[src/rtl/uart_rx_pkg.sv]
// uart_rx_pkg: definitions shared by the UART receiver and its transmitter
// counterpart, so both ends agree on frame state names and on the bit period.
//   uart_state_e : frame-level state encoding (IDLE/START/DATA/STOP/BREAK)
//   uart_ticks() : clock cycles per line bit, CLOCK_HZ / BAUD (integer divide)
package uart_rx_pkg;

    typedef enum logic [2:0] {
        ST_IDLE,
        ST_START,
        ST_DATA,
        ST_STOP,
        ST_BREAK
    } uart_state_e;

    // Cycles per bit. The receiver needs at least 4 so that the half-bit
    // reload (ticks/2 - 1) is non-zero and a mid-bit sample point exists.
    function automatic int uart_ticks(input int clock_hz, input int baud);
        return clock_hz / baud;
    endfunction

endpackage

[src/rtl/uart_rx_sync.sv]
// uart_rx_sync: two-flop synchroniser for the asynchronous serial line plus a
// falling-edge detector on the synchronised value.
//   Clock   in  system clock, rising edge
//   Reset   in  asynchronous, active-low reset
//   Rx_i    in  raw serial line, idle high
//   RxS_o   out synchronised line
//   Fall_o  out one-cycle strobe on a genuine 1->0 transition of RxS_o
module uart_rx_sync (
    input  logic Clock,
    input  logic Reset,
    input  logic Rx_i,
    output logic RxS_o,
    output logic Fall_o
);

    logic       meta_q;
    logic       rxs_q;
    logic       prev_q;
    logic [1:0] vld_q;

    // The synchroniser flops reset to 1 (idle line), but that value is not a
    // real observation. vld_q tracks when rxs_q holds a real line sample, and
    // prev_q stays 0 until then, so a line already low at reset exit never
    // looks like a start edge: an edge needs a real high followed by a low.
    always_ff @(posedge Clock or negedge Reset) begin
        if (!Reset) begin
            // NOTE: state flops use non-blocking assignments so every flop
            // samples the pre-edge value of the others; blocking here would
            // collapse the two synchroniser stages into one.
            meta_q <= 1'b1;
            rxs_q  <= 1'b1;
            vld_q  <= 2'b00;
            prev_q <= 1'b0;
        end else begin
            meta_q <= Rx_i;
            rxs_q  <= meta_q;
            vld_q  <= {vld_q[0], 1'b1};
            prev_q <= vld_q[1] ? rxs_q : 1'b0;
        end
    end

    assign RxS_o  = rxs_q;
    assign Fall_o = prev_q & ~rxs_q;

endmodule

[src/rtl/uart_rx.sv]
// uart_rx: 8N1 UART receiver (1 start, 8 data LSB-first, 1 stop, no parity).
//   Clock         in   system clock, rising edge
//   Reset         in   asynchronous, active-low reset
//   Rx_i          in   serial line, idle high, asynchronous to Clock
//   Data_o        out  last correctly received byte, held until next good frame
//   Done_o        out  1-cycle pulse: Data_o updated with a good frame
//   FrameError_o  out  1-cycle pulse: stop bit sampled low, byte discarded
//   Busy_o        out  high while a frame is being received (incl. break wait)
// Parameters: CLOCK_HZ, BAUD; cycles per bit = CLOCK_HZ/BAUD, must be >= 4.
module uart_rx
    import uart_rx_pkg::*;
#(
    parameter int CLOCK_HZ = 1_000_000,
    parameter int BAUD     = 100_000
) (
    input  logic       Clock,
    input  logic       Reset,
    input  logic       Rx_i,
    output logic [7:0] Data_o,
    output logic       Done_o,
    output logic       FrameError_o,
    output logic       Busy_o
);

    localparam int TICKS  = uart_ticks(CLOCK_HZ, BAUD);
    localparam int TICK_W = $clog2(TICKS);
    localparam logic [TICK_W-1:0] HALF_RELOAD = TICK_W'(TICKS / 2 - 1);
    localparam logic [TICK_W-1:0] FULL_RELOAD = TICK_W'(TICKS - 1);

    logic rxs;
    logic fall;

    uart_rx_sync u_sync (
        .Clock  (Clock),
        .Reset  (Reset),
        .Rx_i   (Rx_i),
        .RxS_o  (rxs),
        .Fall_o (fall)
    );

    uart_state_e       state_q, state_d;
    logic [TICK_W-1:0] cnt_q, cnt_d;
    logic [2:0]        bit_q, bit_d;
    logic [7:0]        shift_q, shift_d;
    logic [7:0]        data_q, data_d;
    logic              done_q, done_d;
    logic              err_q, err_d;

    // A sample point is reached when the tick counter has run down to zero.
    logic sample;
    assign sample = (cnt_q == '0);

    // State register
    always_ff @(posedge Clock or negedge Reset) begin
        if (!Reset) state_q <= ST_IDLE;
        else        state_q <= state_d;
    end

    // Next-state logic
    always_comb begin
        // NOTE: every combinational output gets a default before the case so
        // no path leaves it unassigned, which would otherwise infer a latch.
        state_d = state_q;
        unique case (state_q)
            ST_IDLE:  if (fall) state_d = ST_START;
            ST_START: if (sample) state_d = rxs ? ST_IDLE : ST_DATA;
            ST_DATA:  if (sample && bit_q == 3'd7) state_d = ST_STOP;
            ST_STOP:  if (sample) state_d = rxs ? ST_IDLE : ST_BREAK;
            ST_BREAK: if (rxs) state_d = ST_IDLE;
            default:  state_d = ST_IDLE;
        endcase
    end

    // Output / datapath logic
    always_comb begin
        cnt_d   = cnt_q;
        bit_d   = bit_q;
        shift_d = shift_q;
        data_d  = data_q;
        done_d  = 1'b0;
        err_d   = 1'b0;
        Busy_o  = (state_q != ST_IDLE);
        unique case (state_q)
            ST_IDLE: begin
                // Half-bit load puts subsequent samples in mid-bit.
                if (fall) begin
                    cnt_d = HALF_RELOAD;
                    bit_d = 3'd0;
                end
            end
            ST_START: begin
                if (sample) begin
                    cnt_d = FULL_RELOAD;
                    bit_d = 3'd0;
                end else begin
                    cnt_d = cnt_q - TICK_W'(1);
                end
            end
            ST_DATA: begin
                if (sample) begin
                    // LSB arrives first, so shifting in at the MSB leaves
                    // bit 0 in position 0 after the eighth sample.
                    shift_d = {rxs, shift_q[7:1]};
                    cnt_d   = FULL_RELOAD;
                    bit_d   = bit_q + 3'd1;
                end else begin
                    cnt_d = cnt_q - TICK_W'(1);
                end
            end
            ST_STOP: begin
                if (sample) begin
                    if (rxs) begin
                        data_d = shift_q;
                        done_d = 1'b1;
                    end else begin
                        err_d = 1'b1;
                    end
                end else begin
                    cnt_d = cnt_q - TICK_W'(1);
                end
            end
            default: ;
        endcase
    end

    // Datapath registers
    always_ff @(posedge Clock or negedge Reset) begin
        if (!Reset) begin
            cnt_q   <= '0;
            bit_q   <= 3'd0;
            shift_q <= 8'h00;
            data_q  <= 8'h00;
            done_q  <= 1'b0;
            err_q   <= 1'b0;
        end else begin
            cnt_q   <= cnt_d;
            bit_q   <= bit_d;
            shift_q <= shift_d;
            data_q  <= data_d;
            done_q  <= done_d;
            err_q   <= err_d;
        end
    end

    assign Data_o       = data_q;
    assign Done_o       = done_q;
    assign FrameError_o = err_q;

endmodule
[config.mk]
export PLATFORM = sky130hd
export DESIGN_NAME = uart_rx
export DESIGN_NICKNAME = d
export VERILOG_FILES = /design/src/rtl/uart_rx_pkg.sv /design/src/rtl/uart_rx_sync.sv /design/src/rtl/uart_rx.sv
export SDC_FILE = /design/constraint.sdc
export NUM_CORES = 1
export LEC_CHECK = 0
export BUFFER_PORTS_ARGS = -buffer_cell sky130_fd_sc_hd__buf_2
export CAP_MARGIN = 0
export CORE_MARGIN = 2
export CORE_UTILIZATION = 30
export CTS_BUF_LIST = sky130_fd_sc_hd__clkbuf_8
export DETAILED_ROUTE_END_ITERATION = 8
export GPL_TIMING_DRIVEN = 1
export HOLD_SLACK_MARGIN = 0.03
export PLACE_DENSITY = 0.53
export SYNTH_ARGS = -nofsm -noshare
export SYNTH_HDL_FRONTEND = slang
export SYNTH_SLANG_ARGS = --single-unit
[constraint.sdc]
create_clock -name Clock -period 5.7 [get_ports Clock]
set_clock_uncertainty 0.2 [all_clocks]
set_input_delay 0.285 -clock Clock [delete_from_list [all_inputs] [get_ports Clock]]
set_output_delay 0.285 -clock Clock [all_outputs]
set_load 0.02 [all_outputs]
* Word-level counts from Yosys, hierarchy flattened
Index checks and enable logic that the tools add are counted.
** Word-level totals
- Output and inout port bits :: 11
- Register bits :: 33
- Input port bits :: 3
** Cells by class
- Reduce and logical (&&, ||, !) cells :: 12
- Add/sub/neg operators :: 2
- Eq/ne operators :: 12
- Muxes and demuxes :: 23
- Bitwise logic cells :: 2
** Operator list (number)
- $mux W3 :: 9
- $pmux W3 S5 :: 1
- $mux W4 :: 3
- $ne A2 B2 Y1 const B :: 6
- $pmux W4 S3 :: 1
- $pmux W3 S3 :: 1
- $reduce_bool A3 Y1 :: 3
- $mux W1 :: 7
- $eq A3 B2 Y1 const B :: 2
- $eq A3 B3 Y1 const B :: 2
- $reduce_and A3 Y1 :: 2
- $reduce_and A5 Y1 :: 1
- $logic_not A4 Y1 :: 1
- $reduce_and A4 Y1 :: 1
- $sub A4 B1 Y4 const B :: 1
- $add A3 B1 Y3 const B :: 1
- $eq A3 B1 Y1 const B :: 1
- $logic_not A3 Y1 :: 1
- $mux W2 :: 1
- $ne A2 B1 Y1 const B :: 1
- $reduce_and A2 Y1 :: 1
- $reduce_or A2 Y1 :: 1
- $and A1 B1 Y1 :: 1
- $logic_and A1 B1 Y1 :: 1
- $not A1 Y1 :: 1

* Longest topological paths before layout
Gate-level depths: netlist (run 1).
- Depth in word-level cells :: 4
- Mapped depth :: 6

* Cells and area by module
From an unflattened synthesis (run 1), not the netlist that was laid out.
** Unflattened totals
- Cell total of the unflattened synthesis :: 116
- Area, all modules :: 1514.0 µm²
** By module, submodules not included
- uart_rx :: instances 1, area an instance 1366.3 µm², sequential area each 700.7 µm², cells each 108
- uart_rx_sync :: instances 1, area an instance 147.6 µm², sequential area each 127.6 µm², cells each 8

* Worst setup path before layout (run 1)
No wires, ideal clock.
- Path type :: register to register
- From :: register cnt_q[0]
- To :: register shift_q[0]
- Clock period less this slack :: 1.954 ns
- Slack :: 3.746 ns
- Arrival :: 1.629 ns
- Library setup time :: 0.125 ns
- Cell stages (with the launch flop) :: 6
- Cells stage by stage :: dfrtp_1 > inv_1 > ha_1 > nor3b_2 > nand4_2 > mux2_2
** On the way
- Word-level cells in the longest chain between the ends :: 2
** Ends and longest elaborated chain
- start: declaration :: line uart_rx.sv:42 : logic [TICK_W-1:0] cnt_q, cnt_d;
- start signal: assignment :: line uart_rx.sv:136 : cnt_q <= cnt_d;
- $logic_not A4 Y1 :: line uart_rx.sv:51 : assign sample = (cnt_q == '0);
- $reduce_and A2 Y1 (no line)
- end signal: assignment :: line uart_rx.sv:138 : shift_q <= shift_d;
- end: declaration :: line uart_rx.sv:44 : logic [7:0] shift_q, shift_d;
Every way passes these cells.
A chain may end at the register's enable or synchronous reset.

* Worst setup path in the final report (run 1)
- From :: register cnt_q[0]
- To :: register shift_q[5]
The elaborated chain is that of the path after synthesis.

==> run summary, run 1 <==
==================================================================================
Run status                                                            finished, final reports clean
Data arrival time of the critical path                                     2.20 ns
Detailed-route wire length                                                 2.66 mm
Power, Total                                                            0.000741 W
Most area-consuming cells after synthesis                             dfrtp_1 (54%), mux2_2 (13%), dfstp_2 (3.6%)
Dpl cell area                                                             1560 µm²
Setup slack of the worst register-to-register path                         3.46 ns
HPWL Detailed                                                              1.88 mm
Prevailing post-synth register cell                                        dfrtp_1
Number of cells after detailed placement                                       184
Average instance area after synthesis                                     12.0 µm²
Share of synthesized area spent on multiplexers                              12.5%
Die extent in y                                                            73.3 µm
Initial Util                                                                 30.7%
Initial DRC Count                                                               67
Global-route wire length before repair                                     4.59 mm
Maximum achievable frequency                                               447 MHz
IO Count                                                                        14
Path type of the worst setup path                                     flop to flop
CTS tree                                                                      done
CTS buffer count                                                                 5
Clock latency of the later-clocked register in the worst-skew pair         0.28 ns
Leak Pwr                                                                  0.830 nW
Fraction of layout cells with a size suffix above 1                          31.4%
Port bufs                                                                       13
Global route total overflow                                                      0
Filler cell count in the final layout                                          462
DRT Pass-1 Iters                                                                 4
Avg Vias per Cell                                                             4.96
Signed area change from the synthesized netlist to the final layout          18.1%
Max-slew violation count                                                         0
Finished Core Util                                                           36.3%
Setup repair after global routing missed its margin                             no
Synth Area in Compound Gates                                                 9.72%
Initial antenna violation count                                                  0
CP endpoint kind                                                              flop
Yosys cell types                                                                32
Die Area                                                                  5380 µm²
Final Hold Fails                                                                 0
Maximum number of pins on one net before global-route repair                    34
Cell area after synthesis                                                 1440 µm²
Worst-Margin Slew                                                         0.730 ns
Cts repair resizes                                                               0
DRC violations left                                                              0
Fraction of the mapped netlist area in simple logic gates                    13.4%
Antenna diode instance count                                                     0
Period minus WS final                                                      2.24 ns
H-tree depth                                                                     2
# Max-Cap Violations                                                             0
Vias in the first global route                                                 985
Count of flip-flops with a built-in enable after synthesis                       0
Total power per unit cell area                                          436 nW/µm²
Average wire length per cell after detail routing                          13.7 µm
Xor/xnor share of the synthesized area                                          0%
Post-synthesis instance total                                                  120
Adder-cell area share of the yosys netlist                                   3.47%
Library cell occupying the most area in the post-synthesis netlist         dfrtp_1
Global placement routability congestion                                      0.829
Final design area excluding fillers                                       1700 µm²
Yosys warning total                                                              0
Clk slew on worst S/H paths                                                0.07 ns
Layout Cells excl Fill                                                         194
Die X                                                                      73.3 µm
Fraction of the cycle the final worst path needs                             39.2%
Root buf cell                                                             clkbuf_8
Part of the Yosys area used for sequential elements                          57.5%
Row count                                                                       25
Number of synthesized register bits                                             33
Post-Synthesis Net Count                                                       127
FFs w/ async S/R, synth                                                       100%
Final layout net count                                                         146
Crit path required time                                                    5.67 ns
Remaining max-slew budget at the tightest pin                                51.3%
Peak supply drop                                                        0.000155 V
Synth top area share                                                         53.8%
Number of buffers added to fix hold violations after cts                         2
Number of clock sinks                                                           33
Number of nets with antenna violations after routing                             0
Core Area                                                                 4690 µm²
Critical path peak fanout                                                        8
Crit start category                                                           flop
Worst min-delay path category                                         flop to flop
Number of setup buffers added after CTS                                          0
Largest family of logic cells by synthesized area                     simple AND/OR/NAND/NOR gates
Sum of negative setup slack                                                   0 ns
Deepest clock path buffer count                                                  2
Total vias in the final route                                                  962
Number of setup violations in the final report                                   0
GRT Total Usage                                                              11.5%
==================================================================================
[logic make-up after synthesis]
logic type      count (synthesis)
flops                          33
buf+inv                        12
mux                            16
compound gates                 22
fa+ha+maj                       4
other cells                     1
simple gates                   32
[path summary, 6_finish.rpt]
kind                                           start                   endpoint  cells past startpoint
max                             cnt_q[0]$_DFFE_PN0P_     shift_q[5]$_DFFE_PN0P_                      5
min                        u_sync.vld_q[0]$_DFF_PN0_  u_sync.vld_q[1]$_DFF_PN0_                      0
max reg2reg                     cnt_q[0]$_DFFE_PN0P_     shift_q[5]$_DFFE_PN0P_                      5
min reg2reg                u_sync.vld_q[0]$_DFF_PN0_  u_sync.vld_q[1]$_DFF_PN0_                      0
max in group asynchronous                      Reset      Data_o[7]$_DFFE_PN0P_                      2
min in group asynchronous                      Reset       cnt_q[2]$_DFFE_PN0P_                      2
[registers in the layout (all words and copies together), names as in the netlist]
signal	flops
Data_o	8
u_sync.vld_q	2
u_sync.prev_q	1
u_sync.RxS_o	1
state_q	3
Done_o	1
u_sync.meta_q	1
FrameError_o	1
shift_q	8
bit_q	3
cnt_q	4
[layout by cell type (no fill, tap or decap), types with 2 or more instances in the layout]
cell           synthesis  layout
dfstp_2                2       2
inv_1                  8       8
nor3_1                 3       3
o21ai_0                5       5
dfrtp_1               31      31
ha_1                   4       4
o31ai_1                5       5
a21oi_1                6       6
nand2_1                9       9
nand2b_1               2       2
buf_2                  1      13
nor2_1                 5       5
nand4_1                3       3
dlygate4sd3_1          0       2
mux2_2                16      16
clkbuf_8               0       6
nand3_1                2       2
[through the flow]
stage / setup slack [ns] / hold WS, ns
finish: 3.46 / 0.149
global route: 3.36 / 0.160
CTS: 3.45 / 0.152
detailed placement: 3.48 / 0.136
global placement: 3.53 / 0.132
floorplan: 3.75 / -0.211
[final cells by class]
class / count / area [µm²] / area share [%]
Clock inverter: 2 / 37.5 / 2.21
Tap cell: 54 / 67.6 / 3.97
Inverter: 9 / 33.8 / 1.99
Timing Repair Buffer: 15 / 85.1 / 5.00
Multi-Input combinational cell: 75 / 567 / 33.3
Sequential cell: 33 / 828 / 48.7
Clock buffer: 6 / 82.6 / 4.85
[where the power goes]
| part | leakage (nW) | switching [W] | internal (W) | total, W |
|---|---|---|---|---|
| clock | 0.0574 | 0.0000862 | 0.000142 | 0.000228 |
| combinational | 0.337 | 0.000108 | 0.0000792 | 0.000187 |
| sequential | 0.435 | 0.0000531 | 0.000273 | 0.000326 |
| total | 0.830 | 0.000247 | 0.000494 | 0.000741 |
[layer usage]
metal	share of wire, %	track usage [%]	vias to the layer above
met5	0	0	-
met4	1.4	3.64	0
met3	4.8	4.12	5
met2	47	17.7	24
met1	47	15.1	469
li1	-	-	464
[critical path: stages, from the launching register on]
cell and delay [ns]:
dfrtp_1 0.44, inv_1 0.11, ha_1 0.20, nor3b_2 0.47, nand4_2 0.33, mux2_2 0.37
[Yosys cell counts (3+ instances only)]
library cell and instances:
dfrtp_1 31, mux2_2 16, nand2_1 9, inv_1 8, a21oi_1 6, nor2_1 5, o21ai_0 5, o31ai_1 5
ha_1 4, nand4_1 3, nor3_1 3
No activity file was read; power rests on OpenSTA's default activity.
==> run 2: changes to the inputs <==
--- a/config.mk
+++ b/config.mk
@@ -13,7 +13,7 @@
 export DETAILED_ROUTE_END_ITERATION = 8
 export GPL_TIMING_DRIVEN = 1
 export HOLD_SLACK_MARGIN = 0.03
-export PLACE_DENSITY = 0.53
+export PLACE_DENSITY = 0.55
 export SYNTH_ARGS = -nofsm -noshare
 export SYNTH_HDL_FRONTEND = slang
 export SYNTH_SLANG_ARGS = --single-unit
==> constraint.sdc (replaced) <==
create_clock -name Clock -period 1.85 [get_ports Clock]
set_clock_uncertainty 0.2 [all_clocks]
set_input_delay 0.0925 -clock Clock [delete_from_list [all_inputs] [get_ports Clock]]
set_output_delay 0.0925 -clock Clock [all_outputs]
set_load 0.02 [all_outputs]
==> run 2 against run 1 <==
  * The run now ends with negative setup slack left
  * Clock power rose to 3.5 times the previous value
  * Flip-flop and latch count did not move
  * Highest routed layer unchanged
  * Largest cell class unchanged
  * Sequential power rose to 3.0 times the previous value
  * Via count rose by 14%
  * Non-clock buffer count rose by 20
  * Combinational power rose to 5.1 times the previous value
  * Count of clock-buffer cells in the layout fell by 1
  * Core utilization rose by 5.0 points
  * Worst hold slack improved by 0.0050 ns
  * Global-route usage rose by 0.81 points
  * Die area did not move
  * First-iteration DRC count rose by 16%
==> run summary, run 2 (synthesis results as in run 1) <==
=====================================================================================
Register-to-Register Path Depth                                                     6
Sequential cell area in the final layout                                      828 µm²
Initial Util                                                                    30.7%
Startpoint of the lowest-slack register-to-register path                 cnt_q[0]$_DFFE_PN0P_
GRT Total Usage                                                                 12.3%
Fraction of layout cells with a size suffix above 1                             46.0%
Clk slew on worst S/H paths                                                   0.07 ns
Final Hold Fails                                                                    0
Setup slack of the worst register-to-register path                           -0.09 ns
Die Area                                                                     5380 µm²
Port bufs                                                                          13
Crit start category                                                              flop
Worst hold path depth                                                               0
Total power per unit cell area                                            1410 nW/µm²
Endpoint of the worst hold path                                          u_sync.vld_q[1]$_DFF_PN0_
Number of nets with antenna violations after routing                                0
Initial antenna violation count                                                     0
Area occupied by multi-input gates                                            626 µm²
Initial DRC Count                                                                  78
Setup repair after global routing missed its margin                               yes
Fraction of the cycle the final worst path needs                                 105%
# Max-Cap Violations                                                                0
Data arrival time of the critical path                                        1.90 ns
Failing checks                                                           negative setup slack
Max-slew violation count                                                            0
Die X                                                                         73.3 µm
Remaining max-slew budget at the tightest pin                                   52.4%
Net Switching                                                              0.000880 W
Startpoint of the most critical hold path                                u_sync.vld_q[0]$_DFF_PN0_
Sequential share of power                                                       36.0%
H-tree depth                                                                        2
Worst-Margin Slew                                                            0.714 ns
HPWL Detailed                                                                 1.94 mm
Peak supply drop                                                           0.000652 V
Antenna diode instance count                                                        0
Avg Vias per Cell                                                                5.08
Root buf cell                                                                clkbuf_8
Combinational power share                                                       34.7%
Number of setup violations in the final report                                     11
Pre-CTS worst setup slack                                                   -0.120 ns
Most frequent standard cell in the layout excluding fill and tap cells        dfrtp_1
Global placement routability congestion                                         0.888
Maximum number of pins on one net before global-route repair                       34
DRT Pass-1 Iters                                                                    4
Worst min-delay path category                                            flop to flop
Number of clock sinks                                                              33
Path type of the worst setup path                                        flop to flop
Total vias in the final route                                                    1093
Global-route wire length before repair                                        5.13 mm
Leak Pwr                                                                     0.954 nW
Run status                                                               complete, but fails checks
Clock latency of the later-clocked register in the worst-skew pair            0.28 ns
Average wire length per cell after detail routing                             13.7 µm
Detailed-route wire length                                                    2.95 mm
CP endpoint kind                                                                 flop
Critical path peak fanout                                                           5
Row count                                                                          25
Filler cell count in the final layout                                             449
Worst Slack Setup Final                                                    -0.0895 ns
Vias in the first global route                                                   1131
Die extent in y                                                               73.3 µm
Deepest clock path buffer count                                                     2
Global route total overflow                                                         0
Period minus WS final                                                         1.94 ns
Crit path required time                                                       1.81 ns
Core Area                                                                    4690 µm²
Internal Dissipation                                                        0.00185 W
Proportion of power drawn by the clock network                                  29.3%
Net Sw Frac                                                                     32.2%
Top library cells by usage in the layout, fill and taps aside            dfrtp_1 (31), buf_4 (17), mux2_2 (15)
CTS tree                                                                         done
Reg-to-Reg End                                                           Data_o[7]$_DFFE_PN0P_
CTS buffer count                                                                    5
DRC violations left                                                                 0
Signed area change from the synthesized netlist to the final layout             34.3%
Maximum achievable frequency                                                  516 MHz
Final layout net count                                                            167
Sum of negative setup slack                                                 -0.664 ns
IO Count                                                                           14
=====================================================================================
-- run 2: cell type report --
class                      count  area share (%)
sequential                    33            42.8
clock buffer                   5            3.56
tap                           54            3.49
clock inverter                 3            3.36
multi-input combinational     76            32.3
inverter                       9            1.75
timing repair buffer          35            12.7
-- run 2: how the worst max path moves through the flow --
stage	startpoint	to	slack, ns	depth (start not counted)
6_report	cnt_q[0]$_DFFE_PN0P_	Data_o[7]$_DFFE_PN0P_	-0.09	6
5_1_grt	cnt_q[0]$_DFFE_PN0P_	Data_o[6]$_DFFE_PN0P_	-0.17	6
4_1_cts	cnt_q[0]$_DFFE_PN0P_	Data_o[7]$_DFFE_PN0P_	-0.10	6
3_5_place_dp	cnt_q[1]$_DFFE_PN0P_	Data_o[7]$_DFFE_PN0P_	-0.12	6
3_3_place_gp	cnt_q[0]$_DFFE_PN0P_	Data_o[0]$_DFFE_PN0P_	-0.1	6
2_1_floorplan	cnt_q[0]$_DFFE_PN0P_	Data_o[0]$_DFFE_PN0P_	-0.1	6
-- run 2: worst max-delay path: stages (launching register included) --
cell and delay [ns]:
dfrtp_1 0.40, inv_2 0.08, ha_4 0.13, or3b_4 0.40, nor2_4 0.16, nand3_4 0.13
mux2_4 0.32
-- run 2: power groups by stage --
stage,clock network [W],registers [W],logic [W]
final,0.000800,0.000985,0.000949
after global routing,0.000854,0.000999,0.00104
after CTS,0.000828,0.000975,0.000868
after detailed placement,0,0.000981,0.000803
after global placement,0,0.000979,0.000792
after floorplan,0,0.000955,0.000498
-- run 2: what timing repair did --
item	in CTS	in global routing
gates resized for setup	5	9
pin swaps	0	3
buffers inserted	2	3
hold buffers	2	0
endpoints found under the hold margin	32	0
setup endpoints to repair	12	23
cloned	1	0
-- run 2: metal layers --
| layer | wire length, µm | part of all wire, % | GRT usage (%) |
|---|---|---|---|
| met1 | 1210 | 41 | 14.6 |
| met2 | 1530 | 52 | 20.6 |
| met3 | 181 | 6.1 | 3.84 |
| met4 | 27 | 0.91 | 5.05 |
| met5 | 0 | 0 | 0 |
-- run 2: stage by stage --
stage / instances / utilization (%) / cell area [µm²] / hold slack (ns) / total power, W
after floorplan: 120 / - / 1450 / -0.403 / 0.00145
after global placement: 199 / 35.9 / 1680 / -0.0132 / 0.00177
after detailed placement: 199 / 35.9 / 1680 / -0.00540 / 0.00178
after CTS: 212 / 40.1 / 1880 / 0.164 / 0.00267
after global routing: 215 / 41.3 / 1940 / 0.166 / 0.00290
final: 215 / 41.3 / 1940 / 0.154 / 0.00273
==> run 3: changes to the inputs <==
--- a/config.mk
+++ b/config.mk
@@ -11,7 +11,7 @@
 export CORE_UTILIZATION = 30
 export CTS_BUF_LIST = sky130_fd_sc_hd__clkbuf_8
 export DETAILED_ROUTE_END_ITERATION = 8
-export GPL_TIMING_DRIVEN = 1
+export GPL_TIMING_DRIVEN = 0
 export HOLD_SLACK_MARGIN = 0.03
 export PLACE_DENSITY = 0.55
 export SYNTH_ARGS = -nofsm -noshare
==> run 3 against run 2 <==
  * The flow still finishes with violations (negative setup slack)
  * Combinational power shrank 9.6%
  * Power down 8.8%
  * Count of clock-buffer cells in the layout grew 1
  * Flip-flop and latch count unchanged
  * Core utilization fell by 1.5 points
  * First-iteration DRC count fell by 33%
  * Critical path depth unchanged
==> run summary, run 3 (synthesis results as in run 1) <==
=====================================================================================
CTS tree                                                                         done
Path type of the worst setup path                                        flop to flop
Setup repair after global routing missed its margin                               yes
Global placement routability congestion                                         0.875
Port bufs                                                                          13
Maximum number of pins on one net before global-route repair                       34
Startpoint of the lowest-slack register-to-register path                 cnt_q[0]$_DFFE_PN0P_
Final Hold Fails                                                                    0
Row count                                                                          25
Data arrival time of the critical path                                        1.95 ns
Worst-Margin Slew                                                            0.705 ns
Number of setup violations in the final report                                     21
Sum of negative setup slack                                                  -1.66 ns
Initial antenna violation count                                                     0
Fraction of layout cells with a size suffix above 1                             42.2%
Number of clock sinks                                                              33
Max-slew violation count                                                            0
Vias in the first global route                                                   1131
Layout Cells excl Fill                                                            208
Maximum achievable frequency                                                  503 MHz
Core Area                                                                    4690 µm²
Peak supply drop                                                           0.000622 V
Average wire length per cell after detail routing                             13.5 µm
Deepest clock path buffer count                                                     2
HPWL Detailed                                                                 1.84 mm
CTS buffer count                                                                    5
Run status                                                               complete, but fails checks
Detailed-route wire length                                                    2.81 mm
Total power per unit cell area                                            1340 nW/µm²
Startpoint of the most critical hold path                                u_sync.meta_q$_DFF_PN1_
Crit path required time                                                       1.81 ns
DRT Pass-1 Iters                                                                    4
Critical path peak fanout                                                           5
Worst Slack Setup Final                                                     -0.139 ns
Register-to-Register Path Depth                                                     6
Number of nets with antenna violations after routing                                0
Die extent in y                                                               73.3 µm
Most frequent standard cell in the layout excluding fill and tap cells        dfrtp_1
Global route total overflow                                                         0
IO Count                                                                           14
Initial DRC Count                                                                  52
Reg-to-Reg End                                                           Data_o[5]$_DFFE_PN0P_
Top library cells by usage in the layout, fill and taps aside            dfrtp_1 (30), buf_2 (14), mux2_2 (14)
Signed area change from the synthesized netlist to the final layout             29.4%
Die Area                                                                     5380 µm²
Leak Pwr                                                                     0.904 nW
Clock latency of the later-clocked register in the worst-skew pair            0.28 ns
Remaining max-slew budget at the tightest pin                                   53.0%
Die X                                                                         73.3 µm
Clk slew on worst S/H paths                                                   0.07 ns
Finished Core Util                                                              39.8%
H-tree depth                                                                        2
Fraction of the cycle the final worst path needs                                 108%
DRC violations left                                                                 0
Initial Util                                                                    30.7%
Crit start category                                                              flop
GRT Total Usage                                                                 12.5%
Worst Hold Margin                                                            0.157 ns
Global-route wire length before repair                                        5.13 mm
Total vias in the final route                                                    1005
Power, Total                                                                0.00249 W
Worst min-delay path category                                            flop to flop
Endpoint of the worst hold path                                          u_sync.RxS_o$_DFF_PN1_
Setup slack of the worst register-to-register path                           -0.14 ns
Root buf cell                                                                clkbuf_8
Period minus WS final                                                         1.99 ns
Failing checks                                                           negative setup slack
# Max-Cap Violations                                                                0
Worst hold path depth                                                               0
Final layout net count                                                            160
Avg Vias per Cell                                                                4.83
Antenna diode instance count                                                        0
CP endpoint kind                                                                 flop
Number of cells after detailed placement                                          187
=====================================================================================
==> run 3: cell types whose count changed in the layout (fill, tap and decap cells not counted), moves of 2 or more <==
cell / change
buf_4: -8
buf_6: -2
clkbuf_1: +2
nand3_2: -2
==> run 3: repair_timing <==
action                                 4_1_cts  5_1_grt
setup endpoints to repair                   23       23
buffers inserted                            10        0
hold buffers                                 2        0
pin swaps                                    7        5
cloned                                       1        0
resized for setup                           12        4
endpoints found under the hold margin       32        0
==> run 3: layer usage <==
metal  wire length [µm]  GRT usage, %  vias to the layer above
li1                   -             -                      490
met1               1220          15.2                      485
met2               1420          20.4                       24
met3                130          4.66                        6
met4                 38          4.44                        0
met5                  0             0                        -
==> run 3: cell type report <==
cell class	count	area, µm²
buffer	3	12.5
clock buffer	6	82.6
clock inverter	2	33.8
fill	463	2830
inverter	9	35.0
multi-input combinational	76	641
sequential	33	830
tap	54	67.6
timing repair buffer	25	164
==> run 3: critical path: stages (launching register included) <==
cell	delay [ns]
dfrtp_2	0.43
inv_2	0.08
ha_4	0.12
or3b_4	0.39
nor2_4	0.18
nand3_4	0.14
mux2_4	0.32
==> run 3: how the worst max path moves through the flow <==
| stage | cells after the start | to | startpoint | slack [ns] |
|---|---|---|---|---|
| floorplan | 6 | Data_o[0]$_DFFE_PN0P_ | cnt_q[0]$_DFFE_PN0P_ | -0.1 |
| CTS | 6 | Data_o[5]$_DFFE_PN0P_ | cnt_q[0]$_DFFE_PN0P_ | -0.17 |
| global placement | 5 | shift_q[3]$_DFFE_PN0P_ | cnt_q[0]$_DFFE_PN0P_ | -0.26 |
| global route | 6 | Data_o[5]$_DFFE_PN0P_ | cnt_q[0]$_DFFE_PN0P_ | -0.19 |
| detailed placement | 5 | shift_q[0]$_DFFE_PN0P_ | cnt_q[0]$_DFFE_PN0P_ | -0.32 |
| finish | 6 | Data_o[5]$_DFFE_PN0P_ | cnt_q[0]$_DFFE_PN0P_ | -0.14 |
==> run 3: where the power goes <==
part           internal [W]  switching, W  leakage [nW]  total (W)
combinational      0.000383      0.000474         0.407   0.000858
sequential         0.000843      0.000112         0.434   0.000955
clock              0.000433      0.000248        0.0626   0.000681
==> run 3: metrics by stage <==
| stage | cell area (µm²) | worst slack, ns |
|---|---|---|
| 6_report | 1870 | -0.139 |
| 5_1_grt | 1870 | -0.189 |
| 4_1_cts | 1850 | -0.175 |
| 3_5_place_dp | 1580 | -0.322 |
| 3_3_place_gp | 1580 | -0.257 |
| 2_1_floorplan | 1450 | -0.0980 |
